===== src/rtl/mem_access_unit.sv =====
// Memory stage behind the 64-bit ALU: byte..doubleword loads/stores over a req/ack bus.
// Optional MEM_TIMEOUT_EN bounds the ACCESS wait to TIMEOUT request cycles.
module mem_access_unit #(
    parameter int MEM_ADDR_W = 32,
    parameter int TIMEOUT    = 255
) (
    input  logic                  clk,
    input  logic                  rst,
    input  logic                  Start,
    input  logic                  MemRead,
    input  logic                  MemWrite,
    input  logic [1:0]            Size,
    input  logic                  SignExt,
    input  logic [63:0]           Address,
    input  logic [63:0]           WriteData,
    output logic                  Busy,
    output logic                  Done,
    output logic                  Error,
    output logic [63:0]           ReadData,
    output logic                  MemReq,
    output logic                  MemWe,
    output logic [MEM_ADDR_W-1:0] MemAddr,
    output logic [63:0]           MemWData,
    output logic [7:0]            MemBe,
    input  logic                  MemAck,
    input  logic [63:0]           MemRData
);

    typedef enum logic [1:0] {IDLE, ACCESS, DONE} state_t;

    state_t                state, state_nxt;
    logic [MEM_ADDR_W-1:0] addr_q, addr_nxt;
    logic [63:0]           wdata_q, wdata_nxt;
    logic [1:0]            size_q, size_nxt;
    logic                  sext_q, sext_nxt;
    logic                  write_q, write_nxt;
    logic [63:0]           result_q, result_nxt;
    logic                  err_q, err_nxt;

    logic                  busy_nxt, done_nxt, error_nxt, req_nxt, we_nxt;
    logic [63:0]           readdata_nxt, mwdata_nxt;
    logic [MEM_ADDR_W-1:0] maddr_nxt;
    logic [7:0]            be_nxt;

    logic [2:0]            start_off, off;
    logic                  misaligned, timeout, ack;
    logic [7:0]            base_mask, lane_mask;
    logic [63:0]           rshift, load_val;

    assign start_off = Address[2:0];
    assign off       = addr_q[2:0];
    // MemReq is only ever high in ACCESS, so it also gates acks seen in IDLE/DONE.
    assign ack       = MemReq & MemAck;

    always_comb begin
        case (Size)
            2'b00:   misaligned = 1'b0;
            2'b01:   misaligned = start_off[0];
            2'b10:   misaligned = |start_off[1:0];
            default: misaligned = |start_off;
        endcase
    end

    always_comb begin
        rshift = MemRData >> {off, 3'b000};
        case (size_q)
            2'b00: begin
                base_mask = 8'h01;
                load_val  = {{56{sext_q & rshift[7]}}, rshift[7:0]};
            end
            2'b01: begin
                base_mask = 8'h03;
                load_val  = {{48{sext_q & rshift[15]}}, rshift[15:0]};
            end
            2'b10: begin
                base_mask = 8'h0F;
                load_val  = {{32{sext_q & rshift[31]}}, rshift[31:0]};
            end
            default: begin
                base_mask = 8'hFF;
                load_val  = rshift;
            end
        endcase
        lane_mask = base_mask << off;
    end

`ifdef MEM_TIMEOUT_EN
    localparam int CNT_W = ($clog2(TIMEOUT + 1) > 8) ? $clog2(TIMEOUT + 1) : 8;
    logic [CNT_W-1:0] cnt_q;

    // Counts request cycles; the first ACCESS cycle has MemReq still low.
    always_ff @(posedge clk) begin
        if (rst || state != ACCESS) cnt_q <= '0;
        else if (MemReq)            cnt_q <= cnt_q + CNT_W'(1);
    end

    assign timeout = MemReq && (cnt_q == CNT_W'(TIMEOUT - 1));
`else
    logic unused_timeout;
    assign unused_timeout = (TIMEOUT == 0);
    assign timeout        = 1'b0;
`endif

    always_comb begin
        // NOTE: every target is defaulted first so no path through the case infers a latch.
        state_nxt    = state;
        addr_nxt     = addr_q;
        wdata_nxt    = wdata_q;
        size_nxt     = size_q;
        sext_nxt     = sext_q;
        write_nxt    = write_q;
        result_nxt   = result_q;
        err_nxt      = err_q;
        busy_nxt     = (state != IDLE);
        done_nxt     = (state == DONE);
        error_nxt    = (state == DONE) && err_q;
        readdata_nxt = (state == DONE) ? result_q : ReadData;
        req_nxt      = 1'b0;
        we_nxt       = 1'b0;
        maddr_nxt    = '0;
        be_nxt       = '0;
        mwdata_nxt   = '0;

        case (state)
            IDLE: begin
                if (Start) begin
                    addr_nxt  = Address[MEM_ADDR_W-1:0];
                    wdata_nxt = WriteData;
                    size_nxt  = Size;
                    sext_nxt  = SignExt;
                    write_nxt = MemWrite;
                    if (!MemRead && !MemWrite) begin
                        state_nxt  = DONE;
                        result_nxt = Address;
                        err_nxt    = 1'b0;
                    end else if ((MemRead && MemWrite) || misaligned) begin
                        state_nxt  = DONE;
                        result_nxt = '0;
                        err_nxt    = 1'b1;
                    end else begin
                        state_nxt  = ACCESS;
                    end
                end
            end
            ACCESS: begin
                if (ack) begin
                    state_nxt  = DONE;
                    result_nxt = write_q ? 64'd0 : load_val;
                    err_nxt    = 1'b0;
                end else if (timeout) begin
                    state_nxt  = DONE;
                    result_nxt = '0;
                    err_nxt    = 1'b1;
                end else begin
                    req_nxt    = 1'b1;
                    we_nxt     = write_q;
                    maddr_nxt  = {addr_q[MEM_ADDR_W-1:3], 3'b000};
                    be_nxt     = lane_mask;
                    mwdata_nxt = write_q ? (wdata_q << {off, 3'b000}) : 64'd0;
                end
            end
            DONE:    state_nxt = IDLE;
            default: state_nxt = IDLE;
        endcase
    end

    always_ff @(posedge clk) begin
        // NOTE: non-blocking assignments so every register samples pre-edge values together.
        if (rst) begin
            state    <= IDLE;
            addr_q   <= '0;
            wdata_q  <= '0;
            size_q   <= '0;
            sext_q   <= 1'b0;
            write_q  <= 1'b0;
            result_q <= '0;
            err_q    <= 1'b0;
            Busy     <= 1'b0;
            Done     <= 1'b0;
            Error    <= 1'b0;
            ReadData <= '0;
            MemReq   <= 1'b0;
            MemWe    <= 1'b0;
            MemAddr  <= '0;
            MemWData <= '0;
            MemBe    <= '0;
        end else begin
            state    <= state_nxt;
            addr_q   <= addr_nxt;
            wdata_q  <= wdata_nxt;
            size_q   <= size_nxt;
            sext_q   <= sext_nxt;
            write_q  <= write_nxt;
            result_q <= result_nxt;
            err_q    <= err_nxt;
            Busy     <= busy_nxt;
            Done     <= done_nxt;
            Error    <= error_nxt;
            ReadData <= readdata_nxt;
            MemReq   <= req_nxt;
            MemWe    <= we_nxt;
            MemAddr  <= maddr_nxt;
            MemWData <= mwdata_nxt;
            MemBe    <= be_nxt;
        end
    end

endmodule


===== config.mk =====
export PLATFORM = sky130hd
export DESIGN_NAME = mem_access_unit
export DESIGN_NICKNAME = d
export VERILOG_FILES = /design/src/rtl/mem_access_unit.sv
export SDC_FILE = /design/constraint.sdc
export NUM_CORES = 1
export LEC_CHECK = 0
export CORE_ASPECT_RATIO = 0.9
export CORE_UTILIZATION = 30
export DETAILED_ROUTE_END_ITERATION = 10
export SYNTH_ARGS = -nofsm -noshare
export SYNTH_HDL_FRONTEND = slang
export SYNTH_SLANG_ARGS = --single-unit

===== constraint.sdc =====
create_clock -name clk -period 2.5 [get_ports clk]
set_input_delay 0.5 -clock clk [delete_from_list [all_inputs] [get_ports clk]]
set_output_delay 0.5 -clock clk [all_outputs]
set_load 0.005 [all_outputs]

**Word level (Yosys, flattened, before mapping)**

Index checks and enable logic that the tools add are counted.

- Bits of input ports: 201
- Output and inout port bits: 173
- Flip-flop bits (word level): 340

- Equal/unequal tests: 9
- Reductions and logical operators: 19
- Muxes and demuxes: 20
- Bitwise operators: 6
- Shift operators: 3

Operators with widths:

| kind | number |
|---|---|
| 2-to-1 mux 64 bit | 5 |
| case mux 64 bit (3 select lines) | 1 |
| case mux 64 bit (2 select lines) | 1 |
| << shifter 64 x 6 -> 64 bit | 1 |
| >> shifter 64 x 6 -> 64 bit | 1 |
| case mux 8 bit (3 select lines) | 1 |
| 2-to-1 mux 2 bit | 4 |
| << shifter 8 x 3 -> 8 bit | 1 |
| == test 2 x 1 -> 1 bit, second input constant | 3 |
| == test 2 bit, second input constant | 3 |
| logical NOT 2 bit | 3 |
| OR reduction 3 bit | 2 |
| 2-to-1 mux 1 bit | 5 |
| AND 1 bit | 4 |
| != test 2 bit, second input constant | 2 |
| case mux 2 bit (2 select lines) | 1 |
| AND reduction 2 bit | 2 |
| AND reduction 4 bit | 1 |
| nonzero test 2 bit | 2 |
| OR reduction 2 bit | 2 |
| OR reduction 4 bit | 1 |
| logical AND 1 bit | 3 |
| != test 3 bit, second input constant | 1 |
| case mux 1 bit (3 select lines) | 1 |
| 4 further kinds | 6 |

**Longest topological paths before layout**

- Word-level depth: 7
- Depth in mapped cells: 9

**Least setup slack after synthesis**

OpenSTA, ideal clock, no wires.

- Path type: input to register
- From: in MemRData[47]
- To: reg result_q[22]
- Arrival: 1864 ps
- Buffers on the path: 1
- Library setup time: 154 ps
- Slack: 482 ps
- Stages on the path: 6
- Data required time: 2346 ps
- Path through: mux2_2 -> nor2_1 -> nor3_4 -> a211oi_4 -> buf_6 -> a2111oi_4

- Cells in the longest elaborated chain, start to end: 6
- Elaborated cells on any way between the ends: 7

Ends and longest elaborated chain:

| item | RTL line | text |
|---|---|---|
| start, declared | 26 | `input logic [63:0] MemRData` |
| >> shifter 64 x 6 -> 64 bit * | 65 | `rshift = MemRData >> {off, 3'b000};` |
| AND 1 bit, on equally long branches | 73, 69 |  |
| case mux 64 bit (3 select lines) * | 66 | `case (size_q)` |
| 2-to-1 mux 64 bit * | 148 | `result_nxt = write_q ? 64'd0 : load_val;` |
| 2-to-1 mux 64 bit * | 146 | `if (ack) begin` |
| case mux 64 bit (2 select lines) * | 124 | `case (state)` |
| end signal, assigned | 194 | `result_q <= result_nxt;` |
| end, declared | 37 | `logic [63:0] result_q, result_nxt;` |

Mark *: on every way between the ends. The rest lies on a longest branch, timed or not. The select of a mux whose other input is x is not followed.
A chain may end at the register's enable or synchronous reset.

**Worst setup path after layout**

- From: reg addr_q[0]
- To: reg result_q[15]

- Cells in the longest elaborated chain, start to end: 6

Ends and longest elaborated chain:

| item | RTL line | text |
|---|---|---|
| start, declared | 32 | `logic [MEM_ADDR_W-1:0] addr_q, addr_nxt;` |
| start signal, assigned | 189 | `addr_q <= addr_nxt;` |
| >> shifter 64 x 6 -> 64 bit * | 65 |  |
| AND 1 bit | 69 | `load_val = {{56{sext_q & rshift[7]}}, rshift[7:0]};` |
| case mux 64 bit (3 select lines) * | 66 |  |
| 2-to-1 mux 64 bit * | 148 |  |
| 2-to-1 mux 64 bit * | 146 |  |
| case mux 64 bit (2 select lines) * | 124 |  |

Marks and branches as above.

==> impl_results.md <==
- Max-cap violations: 0
- Comb pwr share: 17.5%
- Global route overflow: 0
- Clock Power Share: about 43%
- Switching pwr: just over 0.004 W
- Worst-Skew Late Latency: about 0.56 ns
- Buf+Inv Stages, Crit Path: 1
- Post-DP HPWL: 47,700 um
- Worst Clk Skew: roughly 0.018 ns
- Post-Syn Area per Cell: 8.77 sq um
- Busiest grt layer: met2
- Die area: about 0.052 sq mm
- Multi-input combinational cell area: between 0.007 and 0.008 sq mm
- CTS Sinks: 337
- Vias per inst: 5.30
- Layout cell share with drive strength beyond 1: about an eighth
- Synth async-reset ratio: 0%
- Initial Util: between 30 and 40%
- H-tree Lvls: 2
- Net count, final: between 2k and 2.5k
- Fin. Hold Viols: 0
- Final wirelength: between 60,000 and 70,000 um
- Crit path cell chain: or2_0, o22ai_2, nor3_2, o21ai_0, buf_4, a311oi_1
- Top FF cell, synth: dfxtp_1
- FP Rows: between 70 and 80
- Mapped Cells: 1,756
- Vias in the first global route: between 10k and 15k
- Startpoint Class: flip-flop
- Crit path depth: 6
- Detailed-route DRC error count: 0
- Synth-to-layout area growth: 41.4%
- Antenna viol nets, final: 0
- Total CTS buffers: 40
- Headroom to the max-slew limit: around two fifths
- Leakage power: slightly below 8 nW
- Die Y: between 200 and 250 um
- Pre-CTS WS: -0.325 ns
- Root Buffer: clkbuf_16
- 1st-pass router iterations: 6
- Gpl congestion: ~0.98
- CORE AREA: ~0.05 sq mm
- CP max stage delay: slightly above 0.5 ns
- Yosys warnings: 0
- Hold WS: 0.200 ns
- Port bufs: between 300 and 400
- Critical-path top delay cell: dfxtp_4
- CTS tree: built
- Number of library cell types mapped by synthesis: 60
- Int Pwr: about 0.011 W
- Overall die width: ~240 um
- Critical Path RT: a little under 3 ns
- Fmax: between 400 and 500 MHz
- Met3 Use GR: between 5 and 6%
- Initial antenna violation count: 6
- Crit-path max FO: 15
- Reg clk slew, reported paths: about 0.060 ns
- Hold Crit Depth: 2
- Vias: 15.0k
- Category of the critical setup timing path: flip-flop to flip-flop
- WP data arrival: between 2 and 3 ns
- FF+latch count, synth: approximately 340
- FF-to-FF path depth: 6
- Initial DRC Count: approximately 1.3k
- Grt met2 use: a little over a third
- Filler instances: 5,017
- Crit. End Element: flip-flop
- Flop pwr share: 40.0%
- Largest net degree at the start of global routing: between 100 and 150
- RSZ-0062 raised after global routing: no
- Num ports: 374
- Mapped Area: around 0.015 sq mm
- Final Critical Period: between 2 and 2.5 ns
- Wirelength per Cell: approximately 23 um
- PD cells: a little under 700 mW/mm^2
- Period utilization: roughly 98%
- Worst Tran Pin Value: about 0.88 ns
- Register area share after synthesis: between 40% and 50%
- Hold Path Class: primary input to flip-flop
- Clock tree buffer depth: 3
- Slew Viols, Final: 0
- Register area: between 0.006 and 0.007 sq mm
- Number of enable flip-flop cells after synthesis: 0
- Crit path max-delay family: simple AND/OR/NAND/NOR gates
- Final setup margin: ~0.043 ns
- M1 GR Usage: a little over a third
- Total GRT Usage: between 20% and 30%
- Worst vdd ir: roughly 420 uV
- Hold Buf Count CTS: 0
- Power Total: about 0.015 W
- # setup viols final: 0
- First-pass GRT wire length: 93,100 um
- Net Sw Frac: between 20% and 30%
- Status: finished, final reports clean
==> metrics by stage <==
stage	utilization, %	setup TNS, ns	instance area, sq um	std cells
final	43.1	0	21800	2834
after global routing	43.1	0	21800	2832
after CTS	43.0	0	21700	2828
after detailed placement	40.2	-12.19	20300	2754
after global placement	40.2	-9.79	20300	2754
after floorplan	-	0	15400	1758
==> timing repair <==
action / CTS / global route
endpoints found under the setup margin: 18 / 28
pin swaps: 1 / 1
cloned: 0 / 0
endpoints found under the hold margin: 0 / 0
gates resized for setup: 0 / 1
setup buffers: 0 / 2
==> routing by layer <==
layer	vias up	share of wire, %
met5	-	0.047
li1	6938	-
met4	4	2.4
met3	82	8.3
met1	7329	46
met2	664	43
==> synth_stat cells, types with 9 or more instances <==
cell type | count | share of area, %
nor2_1 | 116 | 2.8
buf_4 | 17 | 0.83
nand3_1 | 17 | 0.55
a211oi_1 | 40 | 1.9
buf_1 | 18 | 0.44
clkbuf_1 | 87 | 2.1
buf_2 | 29 | 0.94
nor3_1 | 28 | 0.91
mux2i_1 | 81 | 5.3
a2111oi_0 | 14 | 0.80
and2_1 | 23 | 0.93
nor3b_1 | 13 | 0.63
o21ai_0 | 51 | 1.7
dfxtp_1 | 337 | 44
a21oi_1 | 199 | 6.5
a2bb2oi_1 | 14 | 0.80
mux2_2 | 15 | 1.1
a22oi_1 | 17 | 0.83
a311oi_1 | 9 | 0.51
and3_1 | 40 | 1.6
nor2b_1 | 11 | 0.45
o22ai_1 | 16 | 0.65
nand2_1 | 415 | 10
mux4_2 | 46 | 6.7
a221oi_1 | 10 | 0.57
==> final timing paths <==
kind / end / slack, ns / from
min: addr_q[1] / 0.20 / rst
max reg2reg: result_q[15] / 0.04 / addr_q[0]
max: result_q[15] / 0.04 / addr_q[0]
min reg2reg: addr_q[18] / 0.45 / addr_q[18]
==> cells by family after synthesis <==
group           Yosys count  share of synthesized area, %
flops                   337                          43.8
mux                     143                          13.2
xor+xnor                  1                        0.0569
compound gates          430                          19.1
buf+inv                 164                          4.79
other cells               1                        0.0243
simple gates            680                          19.0
==> cell type report <==
type	count	area share, %
diodes	4	0.0460
clock buffers	57	5.41
clock inverters	17	1.08
inverters	10	0.172
multi-input cells	1257	36.6
flip-flops and latches	337	31.0
well taps	680	3.91
repair buffers	472	21.8
==> power groups by stage <==
stage | sequential, W | clock (W) | combinational, W
after floorplan | 0.00587 | 0 | 0.00140
after global placement | 0.00597 | 0 | 0.00251
after detailed placement | 0.00597 | 0 | 0.00253
after CTS | 0.00585 | 0.00637 | 0.00254
after global routing | 0.00589 | 0.00660 | 0.00274
final | 0.00587 | 0.00622 | 0.00257
==> registers in the layout, summed over array words and instances, names as in the netlist <==
register and count:
Busy 1, Done 1, Error 1, MemAddr 29, MemBe 8, MemReq 1
MemWData 64, MemWe 1, ReadData 64, addr_q 32, err_q 1, result_q 64
sext_q 1, size_q 2, state 2, wdata_q 64, write_q 1
==> cell usage in the layout, fill, tap and decap left out, types with 7 or more instances in the layout <==
cell type	Yosys	routed
and2_1	23	21
a21oi_1	199	198
a2111oi_4	8	8
a2bb2oi_1	14	14
clkbuf_1	87	8
mux4_2	46	46
inv_1	8	8
clkbuf_8	0	7
nor2_1	116	116
nand2_1	415	413
o22ai_1	16	16
nor3_1	28	27
buf_12	0	22
o21ai_0	51	51
clkbuf_16	0	42
nor3b_1	13	13
clkdlybuf4s50_1	0	369
a2111oi_0	14	14
a41oi_1	7	7
and3_1	40	40
mux2_2	15	15
mux2i_1	81	81
dfxtp_1	337	334
buf_4	17	80
nand3_1	17	17
a22oi_1	17	17
o21a_1	7	7
nor2b_1	11	9
a311oi_1	9	9
a311oi_2	8	8
a221oi_1	10	10
a211oi_1	40	40
(Power assumes the default switching activity.)
